--- src/rtl/if_fetch_buffer_pkg.sv ---
// Shared definitions for the instruction-fetch buffer: defaults and the
// fetch-entry record stored per slot.
package if_fetch_buffer_pkg;

   localparam int unsigned FB_DEPTH    = 4;
   localparam logic [31:0] FB_RESET_PC = 32'h0000_3000;

   typedef struct packed {
      logic [31:0] pc;
      logic [31:0] instr;
   } fetch_entry_t;

endpackage

--- src/rtl/if_fetch_buffer_if.sv ---
// Fetch-side and decode-side handshake bundle of the fetch buffer.
interface if_fetch_buffer_if;

   logic        in_valid;
   logic [31:0] in_pc;
   logic [31:0] in_instr;
   logic        in_ready;
   logic        flush;
   logic        out_valid;
   logic [31:0] out_pc;
   logic [31:0] out_pc4;
   logic [31:0] out_instr;
   logic        out_ready;
   logic [2:0]  count;
   logic [31:0] last_pc;
   logic        misalign;

   modport master (
      output in_valid, in_pc, in_instr, flush, out_ready,
      input  in_ready, out_valid, out_pc, out_pc4, out_instr, count, last_pc, misalign
   );

   modport slave (
      input  in_valid, in_pc, in_instr, flush, out_ready,
      output in_ready, out_valid, out_pc, out_pc4, out_instr, count, last_pc, misalign
   );

endinterface

--- src/rtl/if_fetch_buffer_mem.sv ---
// Fetch-entry storage: synchronous write, asynchronous read, contents not reset.
module fetch_buf_mem
   import if_fetch_buffer_pkg::*;
#(
   parameter int unsigned DEPTH = FB_DEPTH,
   parameter int unsigned AW    = $clog2(DEPTH)
) (
   input  logic          clk,
   input  logic          we,
   input  logic [AW-1:0] waddr,
   input  fetch_entry_t  wdata,
   input  logic [AW-1:0] raddr,
   output fetch_entry_t  rdata
);

   fetch_entry_t mem [DEPTH];

   always_ff @(posedge clk) begin
      if (we) mem[waddr] <= wdata;
   end

   assign rdata = mem[raddr];

endmodule

--- src/rtl/if_fetch_buffer.sv ---
// Circular fetch buffer between fetch and decode; in_ready drives PCWr.
// Flush empties the queue but leaves last_pc and the misalign flag alone.
module if_fetch_buffer
   import if_fetch_buffer_pkg::*;
#(
   parameter int unsigned DEPTH    = FB_DEPTH,
   parameter logic [31:0] RESET_PC = FB_RESET_PC
) (
   input logic               clk,
   input logic               rst,
   if_fetch_buffer_if.slave  bus
);

   localparam int unsigned   AW      = $clog2(DEPTH);
   localparam logic [2:0]    DEPTH_C = 3'(DEPTH);
   localparam logic [AW-1:0] PTR_ONE = AW'(1);

   logic [AW-1:0] wr_ptr;
   logic [AW-1:0] rd_ptr;
   logic [2:0]    cnt;
   logic [31:0]   last_pc_q;
   logic          mis_q;
   logic          in_rdy;
   logic          out_vld;
   logic          push;
   logic          pop;
   fetch_entry_t  wentry;
   fetch_entry_t  head;

   // Full blocks push even when a pop is taken in the same cycle.
   assign in_rdy  = (cnt < DEPTH_C) && !bus.flush;
   assign out_vld = (cnt != 3'd0) && !bus.flush;
   assign push    = bus.in_valid && in_rdy;
   assign pop     = out_vld && bus.out_ready;

   assign wentry.pc    = bus.in_pc;
   assign wentry.instr = bus.in_instr;

   fetch_buf_mem #(
      .DEPTH (DEPTH),
      .AW    (AW)
   ) u_mem (
      .clk   (clk),
      .we    (push),
      .waddr (wr_ptr),
      .wdata (wentry),
      .raddr (rd_ptr),
      .rdata (head)
   );

   always_ff @(posedge clk or posedge rst) begin
      if (rst) begin
         wr_ptr    <= '0;
         rd_ptr    <= '0;
         cnt       <= '0;
         last_pc_q <= RESET_PC;
         mis_q     <= 1'b0;
      end else if (bus.flush) begin
         wr_ptr <= '0;
         rd_ptr <= '0;
         cnt    <= '0;
      end else begin
         if (push) begin
            wr_ptr    <= wr_ptr + PTR_ONE;
            last_pc_q <= bus.in_pc;
            if (bus.in_pc[1:0] != 2'b00) mis_q <= 1'b1;
         end
         if (pop) rd_ptr <= rd_ptr + PTR_ONE;
         cnt <= cnt + {2'b00, push} - {2'b00, pop};
      end
   end

   assign bus.in_ready  = in_rdy;
   assign bus.out_valid = out_vld;
   assign bus.out_pc    = head.pc;
   assign bus.out_pc4   = head.pc + 32'd4;
   assign bus.out_instr = head.instr;
   assign bus.count     = cnt;
   assign bus.last_pc   = last_pc_q;
   assign bus.misalign  = mis_q;

endmodule

--- src/flat_wrapper.sv ---
// flat-port wrapper written by rule: the top's interface ports become plain ports
module if_fetch_buffer_flat import if_fetch_buffer_pkg::*;
#(
   parameter int unsigned DEPTH    = FB_DEPTH,
   parameter logic [31:0] RESET_PC = FB_RESET_PC
)
  (clk, rst, bus_in_valid, bus_in_pc, bus_in_instr, bus_flush, bus_out_ready, bus_in_ready, bus_out_valid, bus_out_pc, bus_out_pc4, bus_out_instr, bus_count, bus_last_pc, bus_misalign);
  if_fetch_buffer_if bus_i ();
  input logic clk;
  input logic rst;
  input wire logic [$bits(bus_i.in_valid)-1:0] bus_in_valid;
  input wire logic [$bits(bus_i.in_pc)-1:0] bus_in_pc;
  input wire logic [$bits(bus_i.in_instr)-1:0] bus_in_instr;
  input wire logic [$bits(bus_i.flush)-1:0] bus_flush;
  input wire logic [$bits(bus_i.out_ready)-1:0] bus_out_ready;
  output wire logic [$bits(bus_i.in_ready)-1:0] bus_in_ready;
  output wire logic [$bits(bus_i.out_valid)-1:0] bus_out_valid;
  output wire logic [$bits(bus_i.out_pc)-1:0] bus_out_pc;
  output wire logic [$bits(bus_i.out_pc4)-1:0] bus_out_pc4;
  output wire logic [$bits(bus_i.out_instr)-1:0] bus_out_instr;
  output wire logic [$bits(bus_i.count)-1:0] bus_count;
  output wire logic [$bits(bus_i.last_pc)-1:0] bus_last_pc;
  output wire logic [$bits(bus_i.misalign)-1:0] bus_misalign;
  assign bus_i.in_valid = bus_in_valid;
  assign bus_i.in_pc = bus_in_pc;
  assign bus_i.in_instr = bus_in_instr;
  assign bus_i.flush = bus_flush;
  assign bus_i.out_ready = bus_out_ready;
  assign bus_in_ready = bus_i.in_ready;
  assign bus_out_valid = bus_i.out_valid;
  assign bus_out_pc = bus_i.out_pc;
  assign bus_out_pc4 = bus_i.out_pc4;
  assign bus_out_instr = bus_i.out_instr;
  assign bus_count = bus_i.count;
  assign bus_last_pc = bus_i.last_pc;
  assign bus_misalign = bus_i.misalign;
  if_fetch_buffer #(.DEPTH(DEPTH), .RESET_PC(RESET_PC)) u_core (.clk(clk), .rst(rst), .bus(bus_i));
endmodule
--- config.mk ---
export PLATFORM = sky130hd
export DESIGN_NAME = if_fetch_buffer_flat
export DESIGN_NICKNAME = d
export VERILOG_FILES = /design/src/rtl/if_fetch_buffer_pkg.sv /design/src/rtl/if_fetch_buffer_if.sv /design/src/rtl/if_fetch_buffer_mem.sv /design/src/rtl/if_fetch_buffer.sv /design/src/flat_wrapper.sv
export SDC_FILE = /design/constraint.sdc
export NUM_CORES = 1
export LEC_CHECK = 0
export ABC_CLOCK_PERIOD_IN_PS = 6760
export CAP_MARGIN = 15
export CORE_ASPECT_RATIO = 2
export CORE_MARGIN = 2
export CORE_UTILIZATION = 48
export DETAILED_ROUTE_END_ITERATION = 6
export PLACE_DENSITY = 0.74
export SYNTH_ARGS = -nofsm -noshare
export SYNTH_HDL_FRONTEND = slang
export SYNTH_HIERARCHICAL = 1
export SYNTH_SLANG_ARGS = --single-unit
--- constraint.sdc ---
create_clock -name clk -period 6.76 [get_ports clk]
set_clock_uncertainty 0.1 [all_clocks]
set_input_delay 1.352 -clock clk [delete_from_list [all_inputs] [get_ports clk]]
set_output_delay 1.352 -clock clk [all_outputs]
set_load 0.005 [all_outputs]
==> metrics.yaml <==
grt_pass1_wl_um: 38300
root_buffer: "clkbuf_16"
fin_crit_sh_pct: 80.3
cts-htree-levels: 1
critPathCaptureType: "output pin"
synth_warnings: 6
post_drt_wl_per_cell_um: 24.2
gp_congestion: 0.774
via_per_inst: 5.62
drt_wl_total_um: 25600
ys_seq_area_share_pct: 75.1
drive_gt1_share_pct: 19.3
reg2reg_slack_ps: 3760
p_per_area_mw_per_mm2: 346
clkLatencyLatePin_ps: 520
synth_top_family_by_area: "multiplexers"
crit_chain: "mux4_2, ha_1, nand2_1, or3_1, xnor2_1, clkdlybuf4s50_1"
p_total_mw: 5.06
syn_to_final_growth_pct: 26.4
maxCapViolCount: 0
cts_sinks: 296
yosys_register_bits: 296
io_pins: 203
synth_area_leader_cell: "edfxtp_1"
crit_start: "u_core/rd_ptr[1]"
drcViolationCount: 0
die_h_um: 224
synthTopCellsByArea: "edfxtp_1, mux4_2, dfrtp_1"
hold_viol: 0
antennaDiodeCount: 0
synth_top_area_share_pct: 66.4
design_area_mm2: 0.0146
vdd_drop_max_uv: 294
setup_viol: 0
avgSynthCellArea_um2: 21.5
synth_fp_nets: 611
timing.slew.headroom_pct: 20.9
muxShareOfSynthArea_pct: 15.7
clock.fmax_ghz: 0.184
hold_buffers: 0
tns_ps: 0
cp_slowest_cell: "dfrtp_4"
drt-initial-drc-count: 347
cts_tree: "built"
slew_viol_final: 0
grt_pass1_vias: 6392
syn_inst: 538
synthesis.area_mm2: 0.0116
ys_types: 38
dieWidth_um: 114
synthAdderAreaFrac_pct: 0.497
postPlaceCellArea_mm2: 0.0138
via_count: 5926
io_buffers: 202
drt-pass1-iter-count: 5
power_leakage_nw: 4.78
cp-start-kind: "flip-flop"
gr-total-overflow: 0
clk_pin_slew_worst_paths_ps: 70
yosys.area_share.simple_pct: 3.97
cts_buffer_depth: 3
std_cell_rows: 80
dp.cells: 1009
worstReg2RegStart: "u_core/bus.count[2]"
worstMarginPinSlew_ps: 1190
min_period_ps: 5430
ant_nets: 0
finalNetCount: 824
r2r-end: "u_core/bus.count[2]"
grtUsageTotal_pct: 20.2
status: "complete, no violations"
synth-xor-area-share_pct: 2.57
r2r_cells: 11
rsz0062_at_grt: "no"
crit_arrival_ps: 3980
whs_endpoint: "u_core/bus.misalign"
coreArea_mm2: 0.0238
crit_required_ps: 5310
cts_setup_buffers: 0
synth_compound_area_share_pct: 0.0433
hold_class: "flip-flop to flip-flop"
cts_resized: 0
grt_max_degree: 66
final_cells: 1055
worstSetupPathType: "flip-flop to output pin"
cts_buffers: 25
hpwlAfterDp_um: 17100
path_max_fanout: 65
hp-start: "u_core/bus.misalign"
die_area_mm2: 0.0254
floorplan.initialDensity_pct: 48.6
grt_antenna_before_repair: 0
max_stage_delay_ps: 1040
hold_depth: 1
## cells in the final DEF (no fill, tap or decap), types with 3 or more instances in the layout
master | netlist | final
edfxtp_1 | 256 | 256
clkdlybuf4s50_1 | 0 | 202
mux4_2 | 60 | 60
dfrtp_1 | 38 | 36
mux2_2 | 32 | 32
clkbuf_16 | 0 | 26
xnor2_1 | 23 | 23
nand3_1 | 16 | 16
nor2_1 | 11 | 11
xor2_1 | 11 | 11
nand2_1 | 10 | 10
clkbuf_1 | 1 | 9
nand4_1 | 8 | 8
nor4_1 | 6 | 6
clkinv_2 | 0 | 5
inv_1 | 6 | 5
buf_4 | 6 | 4
mux4_1 | 4 | 4
and3_1 | 4 | 3
and2_1 | 3 | 3
ha_1 | 3 | 3
## registers in the layout (all words and copies together) (netlist names)
register and count:
u_core/bus.count 3, u_core/bus.last_pc 32, u_core/bus.misalign 1, u_core/rd_ptr 2, u_core/u_mem/mem 256, u_core/wr_ptr 2
## kinds of logic (layout without fill, tap and decap cells)
logic type	count (synthesis)	count (layout)
adder cells (fa/ha/maj)	4	4
XOR/XNOR	34	34
AO/OA/AOI/OAI	1	1
multiplexers	96	96
AND/OR/NAND/NOR	79	79
flip-flops	296	296
buffers and inverters	28	258
## per-stage QoR
stage | setup slack (ps) | hold slack [ps] | utilization (%)
after floorplan | 1620 | 359 | -
after global placement | 1790 | 367 | 57.9
after detailed placement | 1770 | 367 | 57.9
after CTS | 1190 | 396 | 61.2
after global routing | 1160 | 402 | 61.4
final | 1330 | 400 | 61.4
## worst max-delay path: cells and delay by family, from the launching register on
family | cells | cell delay (ps)
mux | 1 | 470
flops | 1 | 1040
buf+inv | 1 | 570
xor+xnor | 1 | 270
fa+ha+maj | 1 | 320
simple gates | 2 | 680
## synth_stat cells
cell type and count:
and2_1 3, and2_2 1, and3_1 4, and3_2 2, and3b_1 2, and4_1 2
and4_2 1, and4_4 1, buf_12 6, buf_2 7, buf_4 6, buf_6 1
clkbuf_1 1, clkbuf_2 1, dfrtp_1 38, dfstp_2 2, edfxtp_1 256, fa_1 1
ha_1 3, inv_1 6, mux2_2 32, mux4_1 4, mux4_2 60, nand2_1 10
nand2b_1 2, nand3_1 16, nand3b_1 1, nand4_1 8, nand4_4 1, nor2_1 11
nor2b_1 3, nor3_1 2, nor3b_1 1, nor4_1 6, o21ai_0 1, or3_1 2
xnor2_1 23, xor2_1 11
## worst max-delay path by stage
stage / slack, ps / endpoint
after global routing: 1160 / bus_out_pc4[26]
final: 1330 / bus_out_pc4[16]
after CTS: 1190 / bus_out_pc4[26]
after floorplan: 1620 / u_core/u_mem/mem[0][0]
after global placement: 1790 / bus_out_pc4[27]
after detailed placement: 1770 / bus_out_pc4[26]
## layer usage
layer  share of wire, %  track usage, %  wire, um  up-vias
met2                 56            37.2     14400      202
li1                   -               -         -     2598
met4                4.0            8.93      1020        0
met3                5.4            3.35      1390       45
met1                 34            22.6      8800     3081
met5                  0               0         0        -
## area by class of cell
type                    count  area (um^2)
clock inverters             7         58.8
fillers                  1721         9200
flip-flops and latches    296         8700
inverters                   6         22.5
well taps                 287          359
clock buffers              37          712
repair buffers            208         2110
multi-input cells         214         2670
## power breakdown
part	internal [mW]	switching (mW)
sequential	2.14	0.109
clock	0.766	0.606
combinational	0.859	0.578
No activity file was read; power rests on OpenSTA's default activity.
